[src/rtl/fifo_pkg.sv]
// Shared FIFO/arbiter widths and the write-arbiter state encoding.
package fifo_pkg;

    localparam int unsigned FIFO_WIDTH = 16;
    localparam int unsigned ARB_N_REQ  = 4;

    typedef enum logic {
        ST_IDLE,
        ST_GRANT
    } arb_state_e;

endpackage

[src/rtl/rr_pick.sv]
// Combinational round-robin picker: first request at or above start (with wrap), masked by excl.
module rr_pick #(
    parameter  int unsigned N     = 4,
    localparam int unsigned IDX_W = $clog2(N)
) (
    input  logic [N-1:0]     req,
    input  logic [IDX_W-1:0] start,
    input  logic [N-1:0]     excl,
    output logic [N-1:0]     winner,
    output logic             found
);

    logic [N-1:0] cand;

    function automatic int unsigned wrap_idx(input int unsigned s, input int unsigned k);
        int unsigned t;
        t = s + k;
        return (t >= N) ? (t - N) : t;
    endfunction

    assign cand = req & ~excl;

    // Scan N positions starting at start; the first candidate hit becomes the one-hot winner.
    always_comb begin
        winner = '0;
        found  = 1'b0;
        for (int unsigned k = 0; k < N; k++) begin
            if (!found && cand[IDX_W'(wrap_idx(32'(start), k))]) begin
                winner[IDX_W'(wrap_idx(32'(start), k))] = 1'b1;
                found = 1'b1;
            end
        end
    end

endmodule

[src/rtl/fifo_wr_arbiter.sv]
// Round-robin arbiter sharing one FIFO write port between N_REQ valid/ready producers.
module fifo_wr_arbiter
    import fifo_pkg::*;
#(
    parameter int unsigned N_REQ     = ARB_N_REQ,
    parameter int unsigned DATA_W    = FIFO_WIDTH,
    parameter int unsigned MAX_BURST = 8
) (
    input  logic                    clk,
    input  logic                    rst_n,
    input  logic [N_REQ-1:0]        req_valid,
    input  logic [N_REQ*DATA_W-1:0] req_data,
    output logic [N_REQ-1:0]        req_ready,
    output logic [N_REQ-1:0]        grant,
    input  logic                    fifo_full,
    output logic [DATA_W-1:0]       fifo_din,
    output logic                    fifo_wen,
    output logic                    busy
);

    localparam int unsigned CNT_W = $clog2(MAX_BURST + 1);
    localparam int unsigned IDX_W = $clog2(N_REQ);

    arb_state_e         state, state_n;
    logic [N_REQ-1:0]   grant_q, grant_n;
    logic [CNT_W-1:0]   burst_cnt, burst_cnt_n;
    logic [IDX_W-1:0]   last_owner, last_owner_n;

    logic [IDX_W-1:0]   owner;
    logic [DATA_W-1:0]  owner_data;
    logic               in_grant;
    logic               xfer;
    logic               owner_gap;
    logic               release_c;
    logic [IDX_W-1:0]   pick_base;
    logic [IDX_W-1:0]   pick_start;
    logic [N_REQ-1:0]   pick_excl;
    logic [N_REQ-1:0]   pick_win;
    logic               pick_found;

    // Encode the one-hot grant into an index and select that owner's word.
    always_comb begin
        owner      = '0;
        owner_data = '0;
        for (int unsigned i = 0; i < N_REQ; i++) begin
            if (grant_q[i]) begin
                owner      = IDX_W'(i);
                owner_data = req_data[i*DATA_W +: DATA_W];
            end
        end
    end

    assign in_grant  = (state == ST_GRANT);
    assign xfer      = in_grant && req_valid[owner] && !fifo_full;
    assign owner_gap = in_grant && !req_valid[owner];
    assign release_c = (xfer && (burst_cnt == CNT_W'(MAX_BURST - 1))) || owner_gap;

    // Search starts just past the owner when releasing, just past the last owner when idle.
    assign pick_base  = in_grant ? owner : last_owner;
    assign pick_start = (pick_base == IDX_W'(N_REQ - 1)) ? '0 : pick_base + IDX_W'(1);
    assign pick_excl  = owner_gap ? grant_q : '0;

    rr_pick #(
        .N (N_REQ)
    ) u_rr_pick (
        .req    (req_valid),
        .start  (pick_start),
        .excl   (pick_excl),
        .winner (pick_win),
        .found  (pick_found)
    );

    // Zero-latency write-side datapath toward the FIFO.
    assign req_ready = (in_grant && !fifo_full) ? grant_q : '0;
    assign fifo_wen  = xfer;
    assign fifo_din  = in_grant ? owner_data : '0;
    assign grant     = grant_q;
    assign busy      = in_grant;

    // State, grant, burst counter and rotation pointer registers.
    always_ff @(posedge clk or negedge rst_n) begin
        if (!rst_n) begin
            state      <= ST_IDLE;
            grant_q    <= '0;
            burst_cnt  <= '0;
            last_owner <= IDX_W'(N_REQ - 1);
        end else begin
            state      <= state_n;
            grant_q    <= grant_n;
            burst_cnt  <= burst_cnt_n;
            last_owner <= last_owner_n;
        end
    end

    // Next-state: arbitrate from idle, count transfers, rotate on burst end or owner gap.
    always_comb begin
        state_n      = state;
        grant_n      = grant_q;
        burst_cnt_n  = burst_cnt;
        last_owner_n = last_owner;
        case (state)
            ST_IDLE: begin
                if (pick_found) begin
                    state_n     = ST_GRANT;
                    grant_n     = pick_win;
                    burst_cnt_n = '0;
                end
            end
            ST_GRANT: begin
                if (release_c) begin
                    last_owner_n = owner;
                    burst_cnt_n  = '0;
                    if (pick_found) begin
                        grant_n = pick_win;
                    end else begin
                        state_n = ST_IDLE;
                        grant_n = '0;
                    end
                end else if (xfer) begin
                    burst_cnt_n = burst_cnt + CNT_W'(1);
                end
            end
            default: begin
                state_n = ST_IDLE;
                grant_n = '0;
            end
        endcase
    end

endmodule
[config.mk]
export PLATFORM = sky130hd
export DESIGN_NAME = fifo_wr_arbiter
export DESIGN_NICKNAME = d
export VERILOG_FILES = /design/src/rtl/fifo_pkg.sv /design/src/rtl/rr_pick.sv /design/src/rtl/fifo_wr_arbiter.sv
export SDC_FILE = /design/constraint.sdc
export NUM_CORES = 1
export LEC_CHECK = 0
export CORE_ASPECT_RATIO = 1.25
export CORE_MARGIN = 4
export CORE_UTILIZATION = 37
export CTS_CLUSTER_DIAMETER = 150
export DETAILED_ROUTE_END_ITERATION = 10
export HOLD_SLACK_MARGIN = 0.02
export PLACE_DENSITY_LB_ADDON = 0.25
export SLEW_MARGIN = 20
export SYNTH_ARGS = -nofsm -noshare
export SYNTH_HDL_FRONTEND = slang
export SYNTH_SLANG_ARGS = --single-unit
[constraint.sdc]
create_clock -name clk -period 3.5 [get_ports clk]
set_clock_uncertainty 0.1 [all_clocks]
set_input_delay 0.7 -clock clk [delete_from_list [all_inputs] [get_ports clk]]
set_output_delay 0.7 -clock clk [all_outputs]
set_load 0.005 [all_outputs]
== After elaboration in Yosys (flattened, before gate mapping) ==
Cells that the tools add are included.

* Add/subtract/negate cells: 9
* Magnitude comparators: 13
* Equality and inequality tests: 5
* Mux-type cells: 53
* Bitwise gates (word level): 6
* Reduce and logical (&&, ||, !) cells: 21

{| class="wikitable"
|+ Operators by type and width
! operator !! count
|-
| 16-bit two-way mux || 5
|-
| 4-bit two-way mux || 12
|-
| 1-bit two-way mux || 16
|-
| 2-bit two-way mux || 8
|-
| 4-bit one-hot mux with 2 select lines || 2
|-
| 2-bit by 3-bit < comparator with 1-bit output, second input constant || 5
|-
| 1-bit logical AND || 12
|-
| 4-bit OR || 3
|-
| 1-bit binary-select mux with 2-bit select || 5
|-
| 3-bit greater-or-equal comparator, second input constant || 3
|-
| 1-bit demux with 2-bit select || 4
|-
| 2-bit by 1-bit greater-or-equal comparator with 1-bit output, second input constant || 4
|-
| 2-bit by 1-bit subtractor with 2-bit output, second input constant || 4
|-
| 2-bit by 2-bit adder with 3-bit output, second input constant || 2
|-
| 2-bit AND reduction || 3
|-
| 1-bit zero test || 5
|-
| 4-bit by 1-bit adder with 4-bit output, second input constant || 1
|-
| 4-bit bitwise AND || 1
|-
| 4-bit by 3-bit == test with 1-bit output, second input constant || 1
|-
| 4-bit NOT || 1
|-
| 2-bit by 1-bit adder with 3-bit output, second input constant || 1
|-
| 2-bit by 3-bit greater-or-equal comparator with 1-bit output, second input constant || 1
|-
| 3-bit by 1-bit != test with 1-bit output, second input constant || 1
|-
| 2-bit by 1-bit adder with 2-bit output, second input constant || 1
|-
| 6 further kinds || 6
|}

* Bits in registers: 11
* Input port bits: 71
* Word-level logic and storage cells: 111

== Longest topological paths before layout ==
* Word-level depth: 25
* Mapped depth: 13

== Modules after synthesis ==
A second synthesis with hierarchy kept.

* Cell total of the unflattened synthesis: 181
* Area total of the unflattened synthesis: 1559.0 um^2

{| class="wikitable"
|+ By module, submodules not included
! module !! instances !! cells an instance !! area an instance (um^2) !! seq. area each (um^2)
|-
| fifo_wr_arbiter || 1 || 134 || 1127.3 || 277.8
|-
| rr_pick || 1 || 47 || 431.7 || 0.0
|}

== Least setup slack after synthesis ==
No wires, ideal clock.

* Kind: register to register
* From: register state (netlist: busy)
* To: register grant_q[2] (netlist: grant[2])
* Data arrival time: 2726 ps
* Required time: 3296 ps
* Setup slack: 570 ps
* Cell stages (with the launch flop): 14
* Clock period less this slack: 2930 ps
* Path through: dfrtp_1 -> buf_2 -> buf_1 -> nor2_1 -> a21oi_1 -> inv_1 -> ha_1 -> nor2_1 -> nand3b_1 -> o211ai_2 -> o32ai_2 -> a31oi_1 -> or2b_1 -> o311ai_1

* Cells in the longest elaborated chain, start to end: 20
* Elaborated cells between the ends (all ways): 80

{| class="wikitable"
|+ RTL lines
! what !! RTL line !! RTL
|-
| from (decl) || fifo_wr_arbiter.sv:24 || <nowiki>arb_state_e state, state_n;</nowiki>
|-
| from (signal assigned) || fifo_wr_arbiter.sv:88 || <nowiki>state <= state_n;</nowiki>
|-
| parallel branches: the longest is 20 deep, another holds 2-bit by 1-bit adder with 3-bit output || n/a ||
|-
| to (signal assigned) || fifo_wr_arbiter.sv:89 || <nowiki>grant_q <= grant_n;</nowiki>
|-
| to (decl) || fifo_wr_arbiter.sv:25 || <nowiki>logic [N_REQ-1:0] grant_q, grant_n;</nowiki>
|}

Parallel ways; which one is timed is not known. The select of a mux whose other input is x is not followed.
A chain may end at the register's enable or synchronous reset.

== Final worst setup path ==
* From: input req_valid[0]
* To: output fifo_wen

* Cells in the longest elaborated chain, start to end: 4

{| class="wikitable"
|+ RTL lines
! what !! RTL line !! RTL
|-
| from (decl) || fifo_wr_arbiter.sv:11 || <nowiki>input logic [N_REQ-1:0] req_valid,</nowiki>
|-
| 1-bit binary-select mux with 2-bit select || fifo_wr_arbiter.sv:54 || <nowiki>assign xfer = in_grant && req_valid[owner] && !fifo_full;</nowiki>
|-
| 1-bit two-way mux (not written as such) || fifo_wr_arbiter.sv:54 ||
|-
| 1-bit logical AND (2 in a row) || fifo_wr_arbiter.sv:54 ||
|-
| to (decl) || fifo_wr_arbiter.sv:17 || <nowiki>output logic fifo_wen,</nowiki>
|}

Every way passes these cells. The select of a mux whose other input is x is not followed.

==> summary by stage <==
Status
The flow ran to the end, and the final reports show no timing, DRC or antenna violations.

Power
In this run the static leakage power is 0.985 nW. The power density over cell area is 983 nW/µm². The maximum VDD drop is 0.000678 V.

Finish
The net count reported at finish is 361. The share of cells above drive strength 1 is 10.7%. 0 antenna diodes ended up in the layout. The final instance area is 2580 µm². The area added between synthesis and finish is 74.6%. After filler insertion, the fill cell instance count of the layout stands at 337.

Floorplan
97 I/O pins were placed. For this configuration, the core starts out at a cell density of 38.8%. The floorplan die area is 5080 µm².

In this run the horizontal extent of the chip is 64.6 µm. The die extent in y is 78.7 µm. The core region is 3820 µm².

The floorplan has 25 rows.

Yosys
In this run the biggest area consumer among cell types represents 15.2% of the synthesized area. After synthesis, the share of flip-flops with an asynchronous set or reset is 100%. The number of nets handed over by synthesis was 262. In the synthesized netlist, the number of instances is 183. Counting flops and latches in the post-synthesis netlist gives 11. The cell type with the largest total area after synthesis is dfrtp_1. The leading cell type by number of instances after synthesis is a21oi_1. Of the synthesized area, sequential elements account for 18.8%. The most common flop cell mapped by yosys is dfrtp_1. The number of enable-type register cells in the synthesized netlist is 0. By area the synthesized netlist is led by dfrtp_1 15%, o221ai_1 10%, a22oi_1 8.1%. The number of distinct library cell variants in the gate-level netlist after synthesis is 54. By count the netlist is led by 20 x a21oi_1, 17 x o221ai_1, 16 x a22oi_1. The synthesized area is 1480 µm². For this run, the number of Yosys warnings is 0. The mean post-synth cell area is 8.09 µm².

Global route
Global routing finished with a remaining overflow of 0. The via count of the first global-routing pass is 1876. The pin count of the biggest net entering global routing is 24. The initial antenna violation count was 0. The global routing usage summed across all routing layers is 22.7%. The first global-routing pass estimated 9.34 mm of wire.

Setup path
The critical-path maximum fanout is 4. The data arrival time of the critical path is 2400 ps. The worst setup path is captured at a primary output.

The worst setup path is of the in2out kind. The worst-case register-to-register setup slack is 330 ps. The data required time at the worst endpoint is 2700 ps. The reg-to-reg endpoint is grant[2]. The startpoint of the worst-slack reg-to-reg timing path is busy.

The worst reg-to-reg path cell count is 11. The worst setup path is launched from a primary input.

Timing
The worst slew slack as a fraction of its limit is 61.9%. The transition time at the pin with the least slew margin is 570 ps. Derived from the worst setup path, the maximum achievable clock frequency is 0.312 GHz.

The count of final setup violators is 0. After layout, the minimum clock period comes to 3200 ps. The number of endpoints with negative hold slack in the final report is 0. Setup repair after global routing left no endpoint under its margin. The portion of the clock cycle consumed by the worst path in the final layout is 91.5%.

For the final routed database, the setup TNS stands at 0 ps. The max-slew violation count came to 0.

Clocking
The post-CTS repair timing setup buffer count is 0. Clock-pin slew was measured on the worst setup and hold paths at 50 ps. The cell sitting at the root of the clock tree is a clkbuf_8. After clock tree synthesis, the repair step resized 0 gates.

In this run the number of H-tree levels came out at 1. The number of buffers added by the clock tree synthesis step is 3. Counting every sink on the clock net gives 11. For the worst-skew pair, the clock arrives at the later sink with an insertion delay of 230 ps. No sink is reached through more buffers than the 2 on the longest clock path.

Hold repair after CTS inserted 0 buffers. The TritonCTS clock tree is built.

Drt
In the final routed layout, each cell accounts on average for 17.9 µm. The number of iterations in the first detailed-routing pass is 4. The count of routing violations after the opening detailed-route iteration is 120. The routed layout has 1915 vias. The count of antenna-violating nets left after detailed routing is 0. The remaining routing DRC violations is 0. Dividing the detail-routed via count by the number of cells gives 5.72.

Summed over all layers, the routed wires come to 5.98 mm.

Worst hold path
The worst hold path terminates at last_owner[1]. The worst min-delay path startpoint is last_owner[1]. The number of instances on the worst hold path is 2. The min-delay analysis places its worst path in the category reg2reg.

Place
The routability-driven placement congestion ratio is 0.959. The estimated wirelength of the detail-placed design is 4.75 mm. After detailed placement, the total cell area comes to 2540 µm². Input and output buffers added on the ports amount to 96.

Job
The number of max-cap violations is 0.
worst max-delay path by stage:
stage	endpoint	start	cells past startpoint	slack, ps
after floorplan	grant[2]	busy	13	570
after global placement	fifo_wen	req_valid[0]	6	310
after detailed placement	fifo_wen	req_valid[0]	6	290
after CTS	fifo_wen	req_valid[0]	6	290
after global routing	grant[2]	busy	11	10
final	fifo_wen	req_valid[0]	6	300
layer usage:
metal / part of all wire [%] / wire (µm) / track usage, % / vias to the layer above
met5: 0 / 0 / 0 / -
met4: 0.94 / 56 / 5.29 / 0
met3: 7.5 / 447 / 2.69 / 6
met2: 52 / 3110 / 44.2 / 102
met1: 40 / 2370 / 25.8 / 884
li1: - / - / - / 923
cell type report:
class                   instances  area [µm²]  area share (%)
multi-input cells             154        1130            43.8
repair buffers                107        1040            40.4
flip-flops and latches         11         278            10.7
well taps                      54        67.6            2.61
clock buffers                   4        45.0            1.74
inverters                       5        18.8           0.726
power breakdown:
group          internal, W  switching, W  leakage (nW)  total [W]
combinational      0.00108       0.00109         0.826    0.00217
clock            0.0000797     0.0000451        0.0228   0.000125
sequential        0.000187     0.0000617         0.136   0.000248
kinds of logic after synthesis:
| group | count (synthesis) | synth area share (%) |
|---|---|---|
| mux | 4 | 3.21 |
| flops | 11 | 18.8 |
| xor+xnor | 2 | 1.18 |
| buf+inv | 18 | 4.73 |
| compound gates | 85 | 45.1 |
| simple gates | 55 | 20.2 |
| fa+ha+maj | 8 | 6.76 |
through the flow:
stage	utilization [%]	power (W)	hold slack, ps	cells	worst slack [ps]
2_1_floorplan	-	0.00155	304	183	570
3_3_place_gp	66.6	0.00238	370	331	309
3_5_place_dp	66.6	0.00239	387	331	289
4_1_cts	67.7	0.00253	394	335	292
5_1_grt	67.7	0.00274	431	335	12.8
6_report	67.7	0.00254	392	335	297
state kept, by name (all words and copies together), names as in the netlist:
name / flops
burst_cnt: 4
busy: 1
last_owner: 2
grant: 4
cell usage in the layout (no fill, tap or decap), types with 2 or more instances in the layout:
| cell type | count |
|---|---|
| clkdlybuf4s50_1 | 96 |
| a21oi_1 | 20 |
| o221ai_1 | 17 |
| a22oi_1 | 16 |
| nand2_1 | 14 |
| nor2_1 | 13 |
| buf_4 | 11 |
| dfrtp_1 | 9 |
| ha_1 | 8 |
| inv_1 | 5 |
| nand2b_1 | 5 |
| o21ai_0 | 5 |
| and2_1 | 4 |
| a31oi_1 | 3 |
| nand3_1 | 3 |
| o311ai_1 | 3 |
| a221oi_1 | 3 |
| clkbuf_8 | 3 |
| nor2b_1 | 2 |
| or2b_1 | 2 |
| nand4b_1 | 2 |
| nand3b_1 | 2 |
| o21ai_1 | 2 |
| dfstp_2 | 2 |
worst max-delay path: stages:
cell	delay [ps]
clkdlybuf4s50_1	470
mux2_1	310
a211oi_1	250
buf_4	170
nor3_2	40
clkdlybuf4s50_1	470
(Power assumes the default switching activity.)
